$ cat src/rtl/fetch_entry_fifo_pkg.sv
// Core configuration values and small helpers shared by the fetch entry FIFO.
package fetch_entry_fifo_pkg;

  // Core configuration: PC width, fetch-user enable and fetch-user width.
  localparam int unsigned CVA6ConfigXlen           = 64;
  localparam int unsigned CVA6ConfigFetchUserEn    = 0;
  localparam int unsigned CVA6ConfigFetchUserWidth = 64;

  // Default number of FIFO entries.
  localparam int unsigned FetchFifoDepth = 4;

  // True when v is a non-zero power of two.
  function automatic bit is_pow2(input int unsigned v);
    return (v != 0) && ((v & (v - 1)) == 0);
  endfunction

endpackage

$ cat src/rtl/fetch_entry_fifo_ptr_ctrl.sv
// Generic FIFO bookkeeping: read/write pointers, occupancy counter,
// full/empty flags and flush/reset handling.
module fifo_ptr_ctrl
  import fetch_entry_fifo_pkg::*;
#(
  parameter int unsigned DEPTH = FetchFifoDepth
) (
  input  logic                       clk_i,
  input  logic                       rst_i,
  input  logic                       flush_i,
  input  logic                       push_req_i,
  input  logic                       pop_req_i,
  output logic                       ready_o,
  output logic                       valid_o,
  output logic                       push_o,
  output logic [$clog2(DEPTH)-1:0]   wr_ptr_o,
  output logic [$clog2(DEPTH)-1:0]   rd_ptr_o,
  output logic [$clog2(DEPTH):0]     count_o
);

  localparam int unsigned AW = $clog2(DEPTH);
  localparam int unsigned CW = AW + 1;

  logic [AW-1:0] r_wr_ptr;
  logic [AW-1:0] r_rd_ptr;
  logic [CW-1:0] r_count;
  logic [CW-1:0] w_count_nxt;
  logic          w_full;
  logic          w_empty;
  logic          w_push;
  logic          w_pop;

  // Handshake flags depend only on registered state, so out-side ready
  // never reaches in_ready combinationally.
  assign w_full  = (r_count == CW'(DEPTH));
  assign w_empty = (r_count == '0);
  assign w_push  = push_req_i && !w_full  && !flush_i;
  assign w_pop   = pop_req_i  && !w_empty && !flush_i;

  // Next occupancy from the push/pop pair; simultaneous push+pop holds it.
  always_comb begin
    // NOTE: default first so every path assigns w_count_nxt and no latch is inferred.
    w_count_nxt = r_count;
    unique case ({w_push, w_pop})
      2'b10:   w_count_nxt = r_count + CW'(1);
      2'b01:   w_count_nxt = r_count - CW'(1);
      default: w_count_nxt = r_count;
    endcase
  end

  // Pointer and counter registers; reset and flush both return to empty.
  always_ff @(posedge clk_i) begin
    // NOTE: non-blocking assignments for state so every register samples pre-edge values.
    if (rst_i || flush_i) begin
      r_wr_ptr <= '0;
      r_rd_ptr <= '0;
      r_count  <= '0;
    end else begin
      if (w_push) r_wr_ptr <= r_wr_ptr + AW'(1);
      if (w_pop)  r_rd_ptr <= r_rd_ptr + AW'(1);
      r_count <= w_count_nxt;
    end
  end

  assign ready_o  = !w_full;
  assign valid_o  = !w_empty;
  assign push_o   = w_push;
  assign wr_ptr_o = r_wr_ptr;
  assign rd_ptr_o = r_rd_ptr;
  assign count_o  = r_count;

  // Occupancy must stay within 0..DEPTH.
  a_no_overflow: assert property (@(posedge clk_i) disable iff (rst_i)
    (r_count <= CW'(DEPTH)));
  a_no_push_when_full: assert property (@(posedge clk_i) disable iff (rst_i)
    (w_full |-> !w_push));
  a_no_underflow: assert property (@(posedge clk_i) disable iff (rst_i)
    (w_empty |-> !w_pop));
  a_depth_legal: assert property (@(posedge clk_i)
    (DEPTH >= 2 && is_pow2(DEPTH)));

endmodule

$ cat src/rtl/fetch_entry_fifo.sv
// Decoupling FIFO between instruction fetch and decode. Holds PC,
// instruction word, optional fetch-user bits and the fetch-exception flag.
module fetch_entry_fifo
  import fetch_entry_fifo_pkg::*;
#(
  parameter int unsigned XLEN             = CVA6ConfigXlen,
  parameter int unsigned FETCH_USER_EN    = CVA6ConfigFetchUserEn,
  parameter int unsigned FETCH_USER_WIDTH = CVA6ConfigFetchUserWidth,
  parameter int unsigned DEPTH            = FetchFifoDepth
) (
  input  logic                        clk_i,
  input  logic                        rst_i,
  input  logic                        flush_i,
  input  logic                        in_valid_i,
  output logic                        in_ready_o,
  input  logic [XLEN-1:0]             in_pc_i,
  input  logic [31:0]                 in_instr_i,
  input  logic [FETCH_USER_WIDTH-1:0] in_user_i,
  input  logic                        in_ex_i,
  output logic                        out_valid_o,
  input  logic                        out_ready_i,
  output logic [XLEN-1:0]             out_pc_o,
  output logic [31:0]                 out_instr_o,
  output logic [FETCH_USER_WIDTH-1:0] out_user_o,
  output logic                        out_ex_o,
  output logic [$clog2(DEPTH):0]      count_o
);

  localparam int unsigned AW = $clog2(DEPTH);

  // Full entry as seen by decode.
  typedef struct packed {
    logic [XLEN-1:0]             pc;
    logic [31:0]                 instr;
    logic [FETCH_USER_WIDTH-1:0] user;
    logic                        ex;
  } fetch_entry_t;

  // Fields that are always stored; user bits live in their own array.
  typedef struct packed {
    logic [XLEN-1:0] pc;
    logic [31:0]     instr;
    logic            ex;
  } fetch_base_t;

  fetch_base_t  r_mem [DEPTH];
  fetch_entry_t w_head;
  logic [AW-1:0] w_wr_ptr;
  logic [AW-1:0] w_rd_ptr;
  logic          w_push;

  fifo_ptr_ctrl #(
    .DEPTH (DEPTH)
  ) u_ptr_ctrl (
    .clk_i      (clk_i),
    .rst_i      (rst_i),
    .flush_i    (flush_i),
    .push_req_i (in_valid_i),
    .pop_req_i  (out_ready_i),
    .ready_o    (in_ready_o),
    .valid_o    (out_valid_o),
    .push_o     (w_push),
    .wr_ptr_o   (w_wr_ptr),
    .rd_ptr_o   (w_rd_ptr),
    .count_o    (count_o)
  );

  // Entry storage written at the write pointer on an accepted push.
  always_ff @(posedge clk_i) begin
    // NOTE: storage is not reset; stale contents are hidden behind out_valid_o.
    if (w_push) r_mem[w_wr_ptr] <= '{pc: in_pc_i, instr: in_instr_i, ex: in_ex_i};
  end

  // User bits are stored only when enabled; otherwise the output is tied off.
  if (FETCH_USER_EN != 0) begin : g_user
    logic [FETCH_USER_WIDTH-1:0] r_user [DEPTH];

    // User-bit storage written alongside the main entry.
    always_ff @(posedge clk_i) begin
      if (w_push) r_user[w_wr_ptr] <= in_user_i;
    end

    assign w_head.user = r_user[w_rd_ptr];
  end else begin : g_no_user
    logic w_unused_user;
    assign w_unused_user = ^in_user_i;
    assign w_head.user   = '0;
  end

  assign w_head.pc    = r_mem[w_rd_ptr].pc;
  assign w_head.instr = r_mem[w_rd_ptr].instr;
  assign w_head.ex    = r_mem[w_rd_ptr].ex;

  assign out_pc_o    = w_head.pc;
  assign out_instr_o = w_head.instr;
  assign out_user_o  = w_head.user;
  assign out_ex_o    = w_head.ex;

endmodule
$ cat config.mk
export PLATFORM = sky130hd
export DESIGN_NAME = fetch_entry_fifo
export DESIGN_NICKNAME = d
export VERILOG_FILES = /design/src/rtl/fetch_entry_fifo_pkg.sv /design/src/rtl/fetch_entry_fifo_ptr_ctrl.sv /design/src/rtl/fetch_entry_fifo.sv
export SDC_FILE = /design/constraint.sdc
export NUM_CORES = 1
export LEC_CHECK = 0
export BUFFER_PORTS_ARGS = -buffer_cell sky130_fd_sc_hd__buf_4
export CORE_UTILIZATION = 40
export DETAILED_ROUTE_END_ITERATION = 8
export SETUP_SLACK_MARGIN = 0.15
export SLEW_MARGIN = 20
export SYNTH_ARGS = -nofsm -noshare
export SYNTH_HDL_FRONTEND = slang
export SYNTH_HIERARCHICAL = 1
export SYNTH_SLANG_ARGS = --single-unit
$ cat constraint.sdc
create_clock -name clk_i -period 18.95 [get_ports clk_i]
set_input_delay 3.79 -clock clk_i [delete_from_list [all_inputs] [get_ports clk_i]]
set_output_delay 3.79 -clock clk_i [all_outputs]
set_load 0.005 [all_outputs]
==> results of run 1 <==
## synthesized netlist by cell type (all sizes together)
cell | instances | area [um^2]
a21oi | 4 | 20.0
and3 | 1 | 6.26
and3b | 2 | 17.5
buf | 80 | 607
clkbuf | 7 | 26.3
conb | 1 | 3.75
dfxtp | 7 | 140
edfxtp | 388 | 11700
fa | 1 | 20.0
ha | 1 | 12.5
inv | 6 | 22.5
mux4 | 97 | 2180
nand2 | 1 | 3.75
nor2 | 6 | 22.5
nor3b | 2 | 20.0
o21ai | 3 | 15.0
o311ai | 1 | 8.76
o31ai | 1 | 7.51
or2 | 1 | 6.26
or3 | 5 | 31.3
xor2 | 4 | 35.0
## final cells by class
| class | count | area share (%) |
|---|---|---|
| inverters | 6 | 0.126 |
| clock buffers | 47 | 6.08 |
| multi-input cells | 194 | 14.9 |
| clock inverters | 24 | 1.05 |
| flip-flops and latches | 395 | 65.8 |
| well taps | 468 | 3.26 |
| repair buffers | 211 | 8.83 |
## layer usage
metal	part of all wire (%)	global-route usage (%)	routed length, um	up-vias
li1	-	-	-	2916
met2	48	23.4	13200	226
met1	41	18.9	11400	3351
met3	8.4	5.34	2310	40
met5	0	0	0	-
met4	2.3	5.57	620	0
## worst max-delay path, stage by stage, from the launching register on
cell	delay [ns]
dfxtp_4	0.82
buf_4	0.72
mux4_2	0.63
buf_4	0.16
## flip-flops by register name (all words and copies together), names as in the netlist
register / count
u_ptr_ctrl/rd_ptr_o: 2
u_ptr_ctrl/wr_ptr_o: 2
u_ptr_ctrl/count_o: 3
r_mem: 388
## logic make-up after synthesis
| group | Yosys count | synth area share (%) |
|---|---|---|
| AO/OA/AOI/OAI | 9 | 0.345 |
| XOR/XNOR | 4 | 0.236 |
| adder cells (fa/ha/maj) | 2 | 0.219 |
| buffers and inverters | 93 | 4.41 |
| flip-flops | 395 | 79.3 |
| multiplexers | 97 | 14.7 |
| other | 1 | 0.0252 |
| AND/OR/NAND/NOR | 18 | 0.724 |
## report_power, final
group / switching [mW] / internal, mW
Sequential: 0.00382 / 0.975
Clock: 0.318 / 0.451
Combinational: 0.0335 / 0.0378
## worst min-delay path by stage
stage / start / to / slack, ns
floorplan: u_ptr_ctrl/rd_ptr_o[1] / u_ptr_ctrl/rd_ptr_o[1] / 0.47
global placement: u_ptr_ctrl/wr_ptr_o[1] / u_ptr_ctrl/wr_ptr_o[1] / 0.53
detailed placement: u_ptr_ctrl/wr_ptr_o[1] / u_ptr_ctrl/wr_ptr_o[1] / 0.56
CTS: u_ptr_ctrl/wr_ptr_o[1] / u_ptr_ctrl/wr_ptr_o[1] / 0.56
global route: u_ptr_ctrl/wr_ptr_o[0] / u_ptr_ctrl/wr_ptr_o[0] / 0.59
finish: u_ptr_ctrl/wr_ptr_o[1] / u_ptr_ctrl/wr_ptr_o[1] / 0.56
## through the flow
stage / worst slack, ns / cells / total power, mW / hold WS, ns
2_1_floorplan: 7.01 / 682 / 1.03 / 0.474
3_3_place_gp: 12.45 / 1274 / 1.07 / 0.531
3_5_place_dp: 12.43 / 1274 / 1.07 / 0.557
4_1_cts: 12.09 / 1345 / 1.85 / 0.558
5_1_grt: 11.97 / 1345 / 1.88 / 0.588
6_report: 12.24 / 1345 / 1.82 / 0.558
==> impl_metrics.csv, run 1 <==
group,metric,value,unit
yosys,ys_ff_latch,395,
hold_path,min_path_type,"register to register",
sta,finalHoldViolCount,0,
sta,drv_slew,0,
drt,ant_nets,0,
cells_and_area,drive_gt1_share,42.3,%
setup_path,cp.required,15.16,ns
setup_path,crit_fanout,37,
setup_path,r2r_slack,15.86,ns
drt,drc,0,
global_route,grt_antenna_before_repair,0,
setup_path,crit_start,"u_ptr_ctrl/rd_ptr_o[0]",
setup_path,r2r_end,"r_mem[0][31]",
yosys,syn_area,14900,um^2
drt,wl,27600,um
yosys,syn_inst,619,
die,die_h,195,um
sta,slew_headroom,32.3,%
sta,tns,0,ns
sta,fin_crit_sh,35.4,%
cells_and_area,mostFrequentLayoutCells,"edfxtp_1 (388), buf_4 (211), mux4_2 (97)",
cells_and_area,area.growth.synth_to_final,20.7,%
yosys,synth.distinct_cells,26,
sta,fin_crit,6.71,ns
clocking,root_buffer,"clkbuf_16",
cells_and_area,multi_input_area,2670,um^2
yosys,syn_avg_cell_area,24.0,um^2
clocking,cts_buffer_depth,3,
run_status,status,"completed",
die,io_pins,332,
cells_and_area,utilization,49.0,%
cells_and_area,final_common_cell,"edfxtp_1",
setup_path,critical_path_class,"register to output pin",
global_route,grt_max_degree,62,
power_and_ir_drop,p_leak,6.02,nW
die,start_util,40.6,%
sta,setup_viol,0,
setup_path,reg2reg_depth,6,
cells_and_area,fin_area,17900,um^2
yosys,yosysWarnings,6,
hold_path,min_path_cells,2,
flow_run,drv_cap,0,
clocking,numCtsBuffers,42,
global_route,grt_pass1_vias,6952,
clocking,cts_max_level,2,
drt,post_drt_via_cell_ratio,4.86,
setup_path,crit_end,"out_pc_o[29]",
drt,drt-initial-drc-count,286,
cells_and_area,fin_nets,1018,
setup_path,cp-start-kind,"register",
clocking,postCtsHoldBufs,0,
drt,num_vias,6533,
place,dpl.hpwl,15300,um
sta,tightest_slew,1.02,ns
place,post_dp_cell_area,16700,um^2
sta,rsz0062_at_grt,"no",
cells_and_area,regArea,11800,um^2
clocking,cts_setup_buffers,0,
yosys,ys_seq_area_share,79.3,%
setup_path,crit_arrival,2.92,ns
cells_and_area,fill_cells,2983,
power_and_ir_drop,power_density,101,nW/um^2
clocking,clkSinkCount,395,
place,routabilityCongestion,0.673,
die,core,36600,um^2
sta,fmax,0.149,GHz
setup_path,crit_path_end_kind,"output pin",
die,fp-row-count,70,
global_route,track_usage,14.9,%
power_and_ir_drop,irDropWorstVdd,0.0781,mV
die,dieArea,37900,um^2
sta,fin_skew,0.0270,ns
global_route,grt-ovfl-total,0,
clocking,tritoncts,"built",
place,portBuffers,203,
global_route,grt_pass1_wl,41700,um
drt,first_pass_iters,4,
drt,wl_per_cell,20.5,um
setup_path,r2r-start,"u_ptr_ctrl/count_o[0]",
die,die_x,195,um
cells_and_area,insertedDiodeCount,0,
clocking,path_clk_slew,0.06,ns
clocking,post_cts_resized,0,
clocking,insertion_delay,0.56,ns
No activity file was read; power rests on OpenSTA's default activity.
==> inputs of run 2 (changes only) <==
clock period = 5.6 ns   (was 18.95 ns; I/O delays follow)
==> impl_metrics.csv, run 2 (same netlist as run 1, synthesis figures left out) <==
group,metric,value,unit
cells_and_area,area.growth.synth_to_final,21.1,%
cells_and_area,insertedDiodeCount,0,
flow_run,drv_cap,0,
clocking,numCtsBuffers,42,
place,post_dp_cell_area,16700,um^2
drt,first_pass_iters,4,
sta,fmax,0.266,GHz
run_status,status,"completed",
die,die_x,195,um
drt,drt-initial-drc-count,268,
clocking,clkSinkCount,395,
sta,drv_slew,0,
cells_and_area,largest_register_ffs,388,
cells_and_area,drive_gt1_share,42.3,%
cells_and_area,top_register,"r_mem",
drt,wl,27500,um
cells_and_area,final_common_cell,"edfxtp_1",
die,die_h,195,um
hold_path,min_path_type,"register to register",
clocking,insertion_delay,0.55,ns
clocking,root_buffer,"clkbuf_16",
place,routabilityCongestion,0.659,
global_route,track_usage,14.9,%
drt,num_vias,6588,
sta,fin_crit,3.76,ns
place,portBuffers,203,
clocking,post_cts_resized,0,
die,start_util,40.6,%
die,core,36600,um^2
sta,tns,0,ns
clocking,postCtsHoldBufs,0,
clocking,cts_setup_buffers,0,
cells_and_area,mostFrequentLayoutCells,"edfxtp_1 (388), buf_4 (207), mux4_2 (97)",
clocking,cts_max_level,2,
cells_and_area,fin_nets,1019,
drt,post_drt_via_cell_ratio,4.88,
global_route,grt-ovfl-total,0,
sta,tightest_slew,0.798,ns
setup_path,crit_path_end_kind,"output pin",
setup_path,cp.required,4.48,ns
die,dieArea,37900,um^2
sta,slew_headroom,46.8,%
setup_path,critical_path_class,"register to output pin",
sta,fin_crit_sh,67.2,%
setup_path,crit_fanout,64,
cells_and_area,fin_area,18000,um^2
clocking,tritoncts,"built",
setup_path,cp-start-kind,"register",
sta,rsz0062_at_grt,"no",
die,io_pins,332,
power_and_ir_drop,p_leak,6.03,nW
place,dpl.hpwl,15500,um
drt,wl_per_cell,20.3,um
sta,fin_skew,0.0143,ns
sta,finalHoldViolCount,0,
die,fp-row-count,70,
clocking,cts_buffer_depth,3,
setup_path,crit_arrival,2.64,ns
global_route,grt_pass1_vias,7054,
global_route,grt_pass1_wl,42100,um
drt,ant_nets,0,
sta,setup_viol,0,
power_and_ir_drop,irDropWorstVdd,0.262,mV
power_and_ir_drop,power_density,340,nW/um^2
global_route,grt_max_degree,65,
global_route,grt_antenna_before_repair,1,
clocking,path_clk_slew,0.06,ns
drt,drc,0,
==> run 2: cell types whose count changed in the layout (fill, tap and decap cells not counted), sizes merged <==
cell / before / now
bufinv: 3 / 2
clkbuf: 47 / 56
buf: 211 / 212
inv: 8 / 9
clkinv: 18 / 13
clkinvlp: 1 / 0
==> run 2: final timing paths <==
kind	slack, ns	depth (start not counted)	from	to
worst max register to register	3.01	5	u_ptr_ctrl/count_o[0]	r_mem[1][76]
worst min-delay path	0.56	2	u_ptr_ctrl/count_o[2]	u_ptr_ctrl/count_o[2]
worst min register to register	0.56	2	u_ptr_ctrl/count_o[2]	u_ptr_ctrl/count_o[2]
worst max-delay path	1.84	3	u_ptr_ctrl/rd_ptr_o[0]	out_pc_o[15]
==> run 2: layer usage <==
layer / track usage [%] / routed length [um] / vias to the layer above
li1: - / - / 2910
met1: 19.1 / 11600 / 3420
met2: 24.2 / 13400 / 205
met3: 4.39 / 1800 / 51
met4: 5.48 / 638 / 2
met5: 0 / 13 / -
==> run 2: layout make-up <==
| class | count | area [um^2] |
|---|---|---|
| clock inverters | 18 | 156 |
| clock buffers | 56 | 1100 |
| well taps | 468 | 586 |
| multi-input cells | 194 | 2680 |
| flip-flops and latches | 395 | 11800 |
| repair buffers | 212 | 1650 |
| inverters | 6 | 22.5 |
| fillers | 2989 | 18600 |
==> run 2: through the flow <==
stage	instances	util (%)	power, mW	setup WS, ns	hold slack (ns)
6_report	1349	49.2	6.12	1.84	0.560
2_1_floorplan	682	-	3.49	1.07	0.474
3_3_place_gp	1275	45.7	3.61	2.24	0.535
3_5_place_dp	1275	45.7	3.62	2.25	0.554
5_1_grt	1349	49.2	6.34	1.62	0.602
4_1_cts	1349	49.2	6.21	1.69	0.563
==> run 2: critical path, cell delays in order (launching register included) <==
cell	delay [ns]
dfxtp_4	0.75
buf_12	0.53
mux4_2	0.58
buf_4	0.16
==> run 2: power by group <==
group,switching [mW],internal [mW]
clock,1.09,1.48
sequential,0.0123,3.30
combinational,0.114,0.130
total,1.21,4.91
